File: src/rtl/dff_pipe.sv
// dff_pipe: WIDTH-bit, DEPTH-stage register pipeline with a valid bit per stage.
// Supports stall, synchronous preset to a fixed pattern, a run-time output tap
// and an occupancy count. It is used to delay data and flags so that they line
// up with the ECC encode/decode latency.
module dff_pipe #(
    parameter int unsigned         WIDTH      = 8,
    parameter int unsigned         DEPTH      = 4,
    parameter logic [WIDTH-1:0]    PRESET_VAL = {WIDTH{1'b1}},
    localparam int unsigned        SELW       = $clog2(DEPTH + 1)
) (
    input  logic             clk,
    input  logic             reset,
    input  logic             preset,
    input  logic             en,
    input  logic             in_valid,
    input  logic [WIDTH-1:0] d,
    input  logic [SELW-1:0]  dly,
    output logic [WIDTH-1:0] q,
    output logic             out_valid,
    output logic [SELW-1:0]  occ
);

    logic [WIDTH-1:0] stage_q [DEPTH];
    logic [WIDTH-1:0] stage_d [DEPTH];
    logic [DEPTH-1:0] v_q;
    logic [DEPTH-1:0] v_d;
    logic [SELW-1:0]  occ_q;
    logic [SELW-1:0]  occ_d;
    logic [SELW-1:0]  tap;

    // Next state: preset wins over advance; otherwise everything holds.
    always_comb begin
        stage_d = stage_q;
        v_d     = v_q;
        occ_d   = occ_q;
        if (preset) begin
            for (int unsigned i = 0; i < DEPTH; i++) begin
                stage_d[i] = PRESET_VAL;
            end
            v_d   = '0;
            occ_d = '0;
        end else if (en) begin
            stage_d[0] = d;
            v_d[0]     = in_valid;
            for (int unsigned i = 1; i < DEPTH; i++) begin
                stage_d[i] = stage_q[i-1];
                v_d[i]     = v_q[i-1];
            end
            // Only a one-sided change moves the count; in and out together cancel.
            if (in_valid && !v_q[DEPTH-1]) begin
                occ_d = occ_q + 1'b1;
            end else if (!in_valid && v_q[DEPTH-1]) begin
                occ_d = occ_q - 1'b1;
            end
        end
    end

    // State registers with asynchronous active-low clear.
    always_ff @(posedge clk or negedge reset) begin
        if (!reset) begin
            for (int unsigned i = 0; i < DEPTH; i++) begin
                stage_q[i] <= '0;
            end
            v_q   <= '0;
            occ_q <= '0;
        end else begin
            for (int unsigned i = 0; i < DEPTH; i++) begin
                stage_q[i] <= stage_d[i];
            end
            v_q   <= v_d;
            occ_q <= occ_d;
        end
    end

    // Clamp the requested delay into the legal range 1..DEPTH.
    always_comb begin
        tap = dly;
        if (dly == '0) begin
            tap = SELW'(1);
        end else if (dly > SELW'(DEPTH)) begin
            tap = SELW'(DEPTH);
        end
    end

    // Output mux straight off the stage registers; no extra latency.
    always_comb begin
        q         = stage_q[0];
        out_valid = v_q[0];
        for (int unsigned i = 0; i < DEPTH; i++) begin
            if (tap == SELW'(i + 1)) begin
                q         = stage_q[i];
                out_valid = v_q[i];
            end
        end
    end

    assign occ = occ_q;

endmodule

File: config.mk
export PLATFORM = sky130hd
export DESIGN_NAME = dff_pipe
export DESIGN_NICKNAME = d
export VERILOG_FILES = /design/src/rtl/dff_pipe.sv
export SDC_FILE = /design/constraint.sdc
export NUM_CORES = 1
export LEC_CHECK = 0
export ABC_AREA = 1
export BUFFER_PORTS_ARGS = -buffer_cell sky130_fd_sc_hd__buf_2
export CAP_MARGIN = 15
export CORE_MARGIN = 2
export CORE_UTILIZATION = 40
export DETAILED_ROUTE_END_ITERATION = 10
export PLACE_DENSITY_LB_ADDON = 0.25
export SYNTH_ARGS = -nofsm -noshare
export SYNTH_HDL_FRONTEND = slang
export SYNTH_SLANG_ARGS = --single-unit
File: constraint.sdc
create_clock -name clk -period 1.45 [get_ports clk]
set_input_delay 0.145 -clock clk [delete_from_list [all_inputs] [get_ports clk]]
set_output_delay 0.145 -clock clk [all_outputs]
set_load 0.02 [all_outputs]
==> flow_summary.ini, run 1 <==
[detailed_routing]
wl_met1_mm = 1.99
drt-pass1-iter-count = 4
postRouteWirelength_mm = 3.96
met3RoutedLength_um = 143
detail_route.wl_per_cell_um = 12.7
top_layer = met4
detailedRoute.firstIterationViolations = 108
drt.antenna.violating_nets = 0
vias = 1475
avgViaCountPerCell = 4.73
drt_drc_violations_left = 0
met2RoutedLength_mm = 1.78

[floorplanning]
initial_core_utilization_pct = 41.2
num_rows = 25
floorplan.io_pins = 28
die_w_um = 73.5
fp.coreArea_sq_um = 4690
fp.dieArea_sq_um = 5410
dieHeight_um = 73.5

[setup_path]
cp_max_fo = 2
timing.critical_path.arrival_ns = 1.20
critPathLaunchType = register
timing_worst_setup_path_type = reg -> out
worstPathRequired_ns = 1.31
timing.critical_path.to_type = output port

[grt]
grt_pass1_vias = 1450
largest_net_degree_at_the_start_of_global_routing = 40
antenna_found_initial = 0
grt_usage_pct = 16.8
overflow = 0
first_pass_grt_wire_length_mm = 6.82

[place]
port-buffer-count = 27
finalWeightedCongestion = 0.746
detailed_place_hpwl_mm = 2.73

[logic_synthesis]
net_count_synth = 243
distinct_cell_type_count_after_synthesis = 20
synth.cell_area_sq_um = 1930
ys_seq_elements = 39
ys_seq_area_share_pct = 50.5
post_synth_inst_count = 226
avgSynthCellArea_sq_um = 8.56
yosysWarnings = 0

[power]
total_power_uw = 2340
total_leakage_power_uw = 0.00111
power_density_nw_per_um2 = 1060
peakVddDrop_mv = 0.523

[cts]
cts_tree = yes
cts_made_buffers = 5
cts_max_path_buffers = 2
clkLatencyLatePin_ns = 0.29
htree_levels = 2
post_cts.repair.setup_buffers = 0
clock_sinks = 39
cts.root.buffer_cell = clkbuf_8
worst_setup_hold_path_clk_slew_ns = 0.08

[sta]
min_period_ns = 1.34
final_min_period_over_clock_period_pct = 92.7
drv_slew = 0
setup-violations-final = 0
totalNegativeSetupSlack_ns = 0
setup_repair_after_global_routing_missed_its_margin = no
worst_pin_slew_ns = 0.502
fin_worst_skew_ns = 0.00608
report.final.hold_viol_count = 0
timing.max_slew.rel_slack_pct = 66.5
fmax_mhz = 744

[flow_run]
timing.max_cap.violations = 0

[layout]
top_library_cells_by_usage_in_the_layout_fill_and_taps_aside = nand2_1, dfrtp_1, inv_1
num-nets-final = 274
final_layout_size_suffix_gt1_share_pct = 23.3
area_growth_syn_to_layout_pct = 14.7
mostFrequentLayoutCell = nand2_1
antenna_cells_inserted = 0

[min_path]
class_of_the_most_critical_hold_timing_path = in -> reg

[run_status]
status = complete, no violations
## path summary, 6_finish.rpt
path                             startpoint  depth (start not counted)  slack, ns     endpoint
worst max-delay path            stage_q[24]                          5       0.11         q[0]
worst min-delay path                   d[6]                          3        0.1  stage_q[30]
max in group asynchronous             reset                          3       0.64       occ[0]
worst min register to register   stage_q[6]                          2       0.52   stage_q[6]
worst max register to register       v_q[3]                          5       0.13       occ[1]
min in group asynchronous             reset                          3       0.43  stage_q[12]
## cell type report
cell class	count	area, sq um
inverter	40	154
timing repair buffer	32	175
tap	54	67.6
multi-input combinational	139	732
clock inverter	3	43.8
sequential	39	977
clock buffer	5	68.8
fill	468	2470
## metrics by stage
stage          setup WS (ns)  cells  util, %  cell area [sq um]  hold WS (ns)
3_5_place_dp          0.0653    303     44.6               2090         0.238
4_1_cts               0.0635    312     47.2               2220        0.0933
3_3_place_gp           0.115    303     44.6               2090         0.237
5_1_grt               0.0266    312     47.3               2220        0.0961
2_1_floorplan         0.0353    226        -               1940        -0.151
6_report               0.105    312     47.3               2220        0.0986
## what timing repair did
item / CTS / global route
resized for setup: 0 / 1
endpoints found under the setup margin: 0 / 1
hold buffers: 1 / 0
hold endpoints to repair: 39 / 0
## cell families after synthesis
group / share of synthesized area [%]
AO/OA/AOI/OAI: 15.1
adder cells (fa/ha/maj): 1.03
buffers and inverters: 11.8
flip-flops: 50.5
AND/OR/NAND/NOR: 21.5
## routing by layer
metal  vias to the layer above  GRT usage, %
met5                         -             0
met4                         0          6.06
met3                         4          4.25
met2                        28          25.1
met1                       668          23.7
li1                        775             -
## sequential cells by signal, summed over array words and instances, names as in the netlist
| register | flops |
|---|---|
| v_q | 4 |
| stage_q | 32 |
| occ | 3 |
## cells in the mapped netlist
cell type	n	area (sq um)
nand2_1	43	161
dfrtp_1	39	976
inv_1	34	128
nor2_1	28	105
a21oi_1	19	95.1
a22oi_1	16	120
nand3_1	14	70.1
a21oi_2	6	52.6
buf_6	4	45.0
inv_2	4	15.0
nor2_4	4	45.0
o22ai_1	4	25.0
buf_2	3	15.0
nand2_4	2	22.5
buf_8	1	15.0
clkinv_2	1	5.00
fa_1	1	20.0
inv_4	1	6.26
nand2_2	1	6.26
nand4_1	1	6.26
## critical path, stage by stage, from the launching register on
cell	delay [ns]
dfrtp_1	0.38
a21oi_1	0.14
nand2_1	0.06
nor2_1	0.13
nor2_1	0.05
buf_2	0.15
## power breakdown
| group | leakage [uW] | switching [uW] | internal, uW | total [uW] |
|---|---|---|---|---|
| Clock | 0.0000581 | 391 | 512 | 903 |
| Sequential | 0.000385 | 13.9 | 1120 | 1130 |
| Combinational | 0.000666 | 210 | 97.7 | 307 |
| Total | 0.00111 | 614 | 1730 | 2340 |
Note: power is estimated with default switching activity, not from simulation.
==> run 2, diff against run 1 <==
--- a/config.mk
+++ b/config.mk
@@ -10,6 +10,7 @@
 export CAP_MARGIN = 15
 export CORE_MARGIN = 2
-export CORE_UTILIZATION = 40
+export CORE_UTILIZATION = 50
 export DETAILED_ROUTE_END_ITERATION = 10
+export GPL_TIMING_DRIVEN = 0
 export PLACE_DENSITY_LB_ADDON = 0.25
 export SYNTH_ARGS = -nofsm -noshare
==> constraint.sdc (replaced) <==
create_clock -name clk -period 1.45 [get_ports clk]
set_input_delay 0.145 -clock clk [delete_from_list [all_inputs] [get_ports clk]]
set_output_delay 0.145 -clock clk [all_outputs]
set_load 0.1 [all_outputs]
==> run 2 against run 1 <==
Against the previous run:
- critical path depth did not move
- core utilization is 16 points higher
- die area down 19%
- largest cell class unchanged
- clock power decreased by 20%
- critical endpoint is now q[4]
- via count grew 7.1%
- combinational power rose by 69%
==> flow_summary.ini, run 2 (synthesis results as in run 1) <==
[cts]
cts.root.buffer_cell = clkbuf_8
post_cts.repair.setup_buffers = 0
htree_levels = 2
clock_sinks = 39
cts_made_buffers = 5
cts_tree = yes
worst_setup_hold_path_clk_slew_ns = 0.08
clkLatencyLatePin_ns = 0.30
cts_max_path_buffers = 2

[sta]
drv_slew = 0
fmax_mhz = 713
fin_worst_skew_ns = 0.00681
report.final.hold_viol_count = 0
final_min_period_over_clock_period_pct = 96.7
worst_pin_slew_ns = 0.852
timing.max_slew.rel_slack_pct = 43.2
worst_hold_slack_ns = 0.0875
min_period_ns = 1.40
setup_repair_after_global_routing_missed_its_margin = yes
timing.final.ws_setup_ns = 0.0476
setup-violations-final = 0

[power]
power_density_nw_per_um2 = 1010
intPower_uw = 1610
clkPwrFrac_pct = 30.3
seqPwrFrac_pct = 47.9
total_leakage_power_uw = 0.00115
netSwitchingFraction_pct = 32.5
peakVddDrop_mv = 0.602
power_switching_uw = 773
comb_power_share_pct = 21.8

[min_path]
class_of_the_most_critical_hold_timing_path = in -> reg

[grt]
grt_usage_pct = 21.7
overflow = 0
grt_pass1_vias = 1451
antenna_found_initial = 0
first_pass_grt_wire_length_mm = 6.94
largest_net_degree_at_the_start_of_global_routing = 40

[floorplanning]
fp.dieArea_sq_um = 4380
floorplan.io_pins = 28
die_w_um = 66.2
fp.coreArea_sq_um = 3690
initial_core_utilization_pct = 52.4
dieHeight_um = 66.2
num_rows = 22

[layout]
mostFrequentLayoutCell = nand2_1
largest_register = stage_q
largest_register_ffs = 32
top_library_cells_by_usage_in_the_layout_fill_and_taps_aside = nand2_1, dfrtp_1, inv_1
filler_cell_count = 352
final_layout_size_suffix_gt1_share_pct = 28.0
final_instance_area_sq_um = 2350
antenna_cells_inserted = 0
area_growth_syn_to_layout_pct = 21.5
num-nets-final = 277

[run_status]
status = complete, no violations

[place]
finalWeightedCongestion = 0.760
place_ws_ns = 0.0186
placement_cell_area_sq_um = 2150
port-buffer-count = 26
detailed_place_hpwl_mm = 2.85

[setup_path]
timing.critical_path.to_type = output port
timing_worst_setup_path_type = reg -> out
critPathLaunchType = register
worstPathRequired_ns = 1.31
timing.critical_path.arrival_ns = 1.26
cp_max_fo = 2

[detailed_routing]
detailedRoute.firstIterationViolations = 114
postRouteWirelength_mm = 4.16
drt-pass1-iter-count = 4
vias = 1580
detail_route.wl_per_cell_um = 13.5
drt.antenna.violating_nets = 0
avgViaCountPerCell = 5.11
drt_drc_violations_left = 0

[flow_run]
timing.max_cap.violations = 0
run 2: cell count changes in the layout (fill, tap and decap cells not counted), moves of 4 or more:
cell | previous run | this run
buf_6 | 0 | 9
buf_2 | 27 | 20
buf_12 | 0 | 4
buf_4 | 4 | 0
nor2_1 | 28 | 24
run 2: per-layer routing:
metal	vias up	GRT usage [%]	wire, um
met2	40	34.0	1980
met5	-	0	0
met4	0	8.67	73
li1	787	-	-
met1	746	28.4	1900
met3	7	5.79	213
run 2: worst paths after layout:
check	from	endpoint	slack [ns]	cells after the start
setup / recovery	stage_q[28]	q[4]	0.05	5
hold / removal	d[6]	stage_q[30]	0.09	3
setup reg to reg	occ[1]	occ[2]	0.11	8
hold reg to reg	stage_q[15]	stage_q[7]	0.52	2
max in group asynchronous	reset	occ[1]	0.32	2
min in group asynchronous	reset	stage_q[4]	0.49	2
run 2: through the flow:
step	power, uW	utilization [%]	setup TNS [ns]	std cells
2_1_floorplan	1510	-	-0.116	226
3_3_place_gp	1630	58.3	0	300
3_5_place_dp	1630	58.3	0	300
4_1_cts	2360	61.7	0	309
5_1_grt	2500	63.7	-0.0151	309
6_report	2380	63.7	0	309
run 2: cell type report:
class	count	area, sq um	area share (%)
flip-flops and latches	39	983	41.9
multi-input cells	139	761	32.4
repair buffers	27	231	9.85
inverters	40	154	6.55
plain buffers	8	75.1	3.19
clock buffers	6	72.6	3.09
well taps	48	60.1	2.56
clock inverters	2	12.5	0.532
run 2: critical path, cell delays in order, from the launching register on:
cell and delay, ns:
dfrtp_1 0.39, a21oi_1 0.13, nand2_1 0.07, nor2_2 0.16, nor2_4 0.05, buf_12 0.16
run 2: timing repair:
item / CTS / global route
pin swaps: 0 / 3
hold buffers: 1 / 0
gates resized for setup: 12 / 19
hold endpoints to repair: 39 / 0
endpoints found under the setup margin: 9 / 9
run 2: power groups by stage:
stage	Sequential, uW	Clock, uW	Combinational, uW
after floorplan	1200	0	308
after global placement	1160	0	468
after detailed placement	1160	0	472
after CTS	1140	735	490
after global routing	1140	796	556
final	1140	721	519
==> run 3, diff against run 2 <==
Settings changed: ABC_AREA 1 to not set.
Clock period 1.45 ns to 1.7 ns, I/O delays scaled along.
==> run 3 against run 2 <==
Against the previous run:
- the run now ends with hold timing left
- wire length grew 15%
- clock power shrank 17%
- synthesized cell count shrank 20%
- critical path depth shrank 1
- power shrank 10%
- register-to-register slack gained 0.05 ns
- core utilization shrank 5.0 points
==> flow_summary.ini, run 3 <==
[run_status]
status = complete, but fails checks
failed_checks = hold timing

[sta]
setup_repair_after_global_routing_missed_its_margin = no
worst_pin_slew_ns = 0.851
setup-violations-final = 0
fmax_mhz = 617
fin_worst_skew_ns = 0.00578
timing.max_slew.rel_slack_pct = 43.2
final_min_period_over_clock_period_pct = 95.4
drv_slew = 0
report.final.hold_viol_count = 39
min_period_ns = 1.62
timing.final.ws_setup_ns = 0.0786
totalNegativeSetupSlack_ns = 0
worst_hold_slack_ns = -0.0191

[cts]
cts_tree = yes
clock_sinks = 39
cts_max_path_buffers = 2
cts_made_buffers = 5
cts.root.buffer_cell = clkbuf_8
clkLatencyLatePin_ns = 0.29
hold_buffers = 0
post_cts.repair.setup_buffers = 0
cts_repair_resize_count = 3
htree_levels = 2
worst_setup_hold_path_clk_slew_ns = 0.07

[detailed_routing]
drt_drc_violations_left = 0
avgViaCountPerCell = 5.90
postRouteWirelength_mm = 4.77
drt-pass1-iter-count = 5
detailedRoute.firstIterationViolations = 124
drt.antenna.violating_nets = 0
vias = 1541
detail_route.wl_per_cell_um = 18.3

[setup_path]
critPathLaunchType = register
worstPathRequired_ns = 1.53
path_cells = mux2i_1, a211oi_1, a21o_1, buf_4
rr_worst_depth = 5
critPathMaxStageDelay_ns = 0.39
critPathSlowestCell = dfrtp_1
timing.critical_path.arrival_ns = 1.45
timing_worst_setup_path_type = reg -> out
cp_max_fo = 3
timing.critical_path.to_type = output port
timing.reg2reg.setup_slack_ns = 0.16

[layout]
number_of_standard_cells_in_the_layout_taps_in_and_fillers_out = 261
area_growth_syn_to_layout_pct = 14.4
num-nets-final = 227
filler_cell_count = 337
top_library_cells_by_usage_in_the_layout_fill_and_taps_aside = dfrtp_1, nor2b_1, a211o_1
largest_register_ffs = 32
final_layout_size_suffix_gt1_share_pct = 21.8
antenna_cells_inserted = 0
final_core_util_pct = 58.7
mostFrequentLayoutCell = dfrtp_1
largest_register = stage_q

[logic_synthesis]
avgSynthCellArea_sq_um = 11.2
synthFlopType = dfrtp_1
synth-edff-count = 0
fraction_of_synthesized_cell_area_in_xor_and_xnor_cells_pct = 0.433
muxShareOfSynthArea_pct = 6.43
synth_cell_count_leaders = dfrtp_1, nor2b_1, a211o_1
yosysWarnings = 0
yosys.area.top_type_share_pct = 48.2
largest_cells_by_area_after_synthesis = dfrtp_1, a211o_1, nor2b_1
post_synth_inst_count = 181
synthArstFlopShare_pct = 100
net_count_synth = 198
yosysMostFrequentCell = dfrtp_1
ys_seq_area_share_pct = 48.2
distinct_cell_type_count_after_synthesis = 24
post_synthesis_compound_gate_area_fraction_pct = 22.4
synthSimpleGateAreaFrac_pct = 14.9
main_combinational_cell_family_by_area_after_synthesis = compound AO/OA/AOI/OAI gates
synth-adder-area-share_pct = 0.989
synth.cell_area_sq_um = 2020
netlist.top_cell.by_area = dfrtp_1
ys_seq_elements = 39

[floorplanning]
initial_core_utilization_pct = 51.3
fp.dieArea_sq_um = 4570
num_rows = 23
dieHeight_um = 67.6
floorplan.io_pins = 28
fp.coreArea_sq_um = 3940
die_w_um = 67.6

[grt]
first_pass_grt_wire_length_mm = 7.85
grt_pass1_vias = 1547
grt_usage_pct = 23.9
antenna_found_initial = 0
overflow = 0
largest_net_degree_at_the_start_of_global_routing = 40

[place]
place_ws_ns = 0.162
detailed_place_hpwl_mm = 3.15
finalWeightedCongestion = 0.819
port-buffer-count = 22
dp.cells = 253

[power]
peakVddDrop_mv = 0.496
power_density_nw_per_um2 = 922
total_power_uw = 2130
total_leakage_power_uw = 0.00100

[min_path]
class_of_the_most_critical_hold_timing_path = in -> async

[flow_run]
timing.max_cap.violations = 0
[run 3: cell count changes after synthesis, moves of 9 or more]
cell	before	now
nand2_1	43	0
mux2i_1	0	13
a21o_1	0	10
inv_1	34	2
a22oi_1	16	0
nor2b_1	0	33
a21oi_1	19	1
a211o_1	0	32
a211oi_1	0	9
nor2_1	28	14
nand3_1	14	2
[run 3: area by class of cell]
type | instances | area [sq um] | area share (%)
Clock buffer | 7 | 76.3 | 3.30
Sequential cell | 39 | 983 | 42.5
Buffer | 17 | 125 | 5.41
Timing Repair Buffer | 22 | 140 | 6.05
Tap cell | 50 | 62.6 | 2.70
Clock inverter | 1 | 5.00 | 0.216
Multi-Input combinational cell | 123 | 915 | 39.5
Inverter | 2 | 7.51 | 0.324
[run 3: logic make-up (layout without fill, tap and decap cells)]
family | count (synthesis) | in the layout
buffers and inverters | 19 | 49
XOR/XNOR | 1 | 1
AND/OR/NAND/NOR | 53 | 53
flip-flops | 39 | 39
adder cells (fa/ha/maj) | 1 | 1
AO/OA/AOI/OAI | 55 | 55
multiplexers | 13 | 13
[run 3: final timing paths]
| kind | end | startpoint |
|---|---|---|
| min in group clk | stage_q[26] | d[2] |
| setup / recovery | q[6] | stage_q[22] |
| max in group asynchronous | occ[0] | reset |
| hold / removal | stage_q[28] | reset |
| hold reg to reg | stage_q[12] | stage_q[20] |
| setup reg to reg | occ[2] | v_q[3] |
[run 3: worst max-delay path: cells and delay by family, from the launching register on]
kind	cells	cell delay, ns
flip-flops	1	0.39
multiplexers	1	0.09
AO/OA/AOI/OAI	2	0.40
buffers and inverters	1	0.29
[run 3: power breakdown]
part	internal (uW)	total, uW	switching (uW)	leakage, uW
clock	288	600	312	0.0000422
combinational	164	506	342	0.000551
sequential	985	1030	42.7	0.000410
[run 3: metal layers]
| layer | routed length, um | track usage, % | up-vias |
|---|---|---|---|
| met5 | 0 | 0 | - |
| met4 | 104 | 6.12 | 0 |
| met3 | 275 | 5.50 | 11 |
| met2 | 2230 | 37.5 | 50 |
| met1 | 2160 | 33.2 | 773 |
| li1 | - | - | 707 |
[run 3: metrics by stage]
| stage | hold slack [ns] | area, sq um |
|---|---|---|
| floorplan | -0.126 | 2030 |
| global placement | 0.318 | 2200 |
| detailed placement | 0.325 | 2200 |
| CTS | 0.0145 | 2290 |
| global route | 0.0474 | 2310 |
| finish | -0.0191 | 2310 |
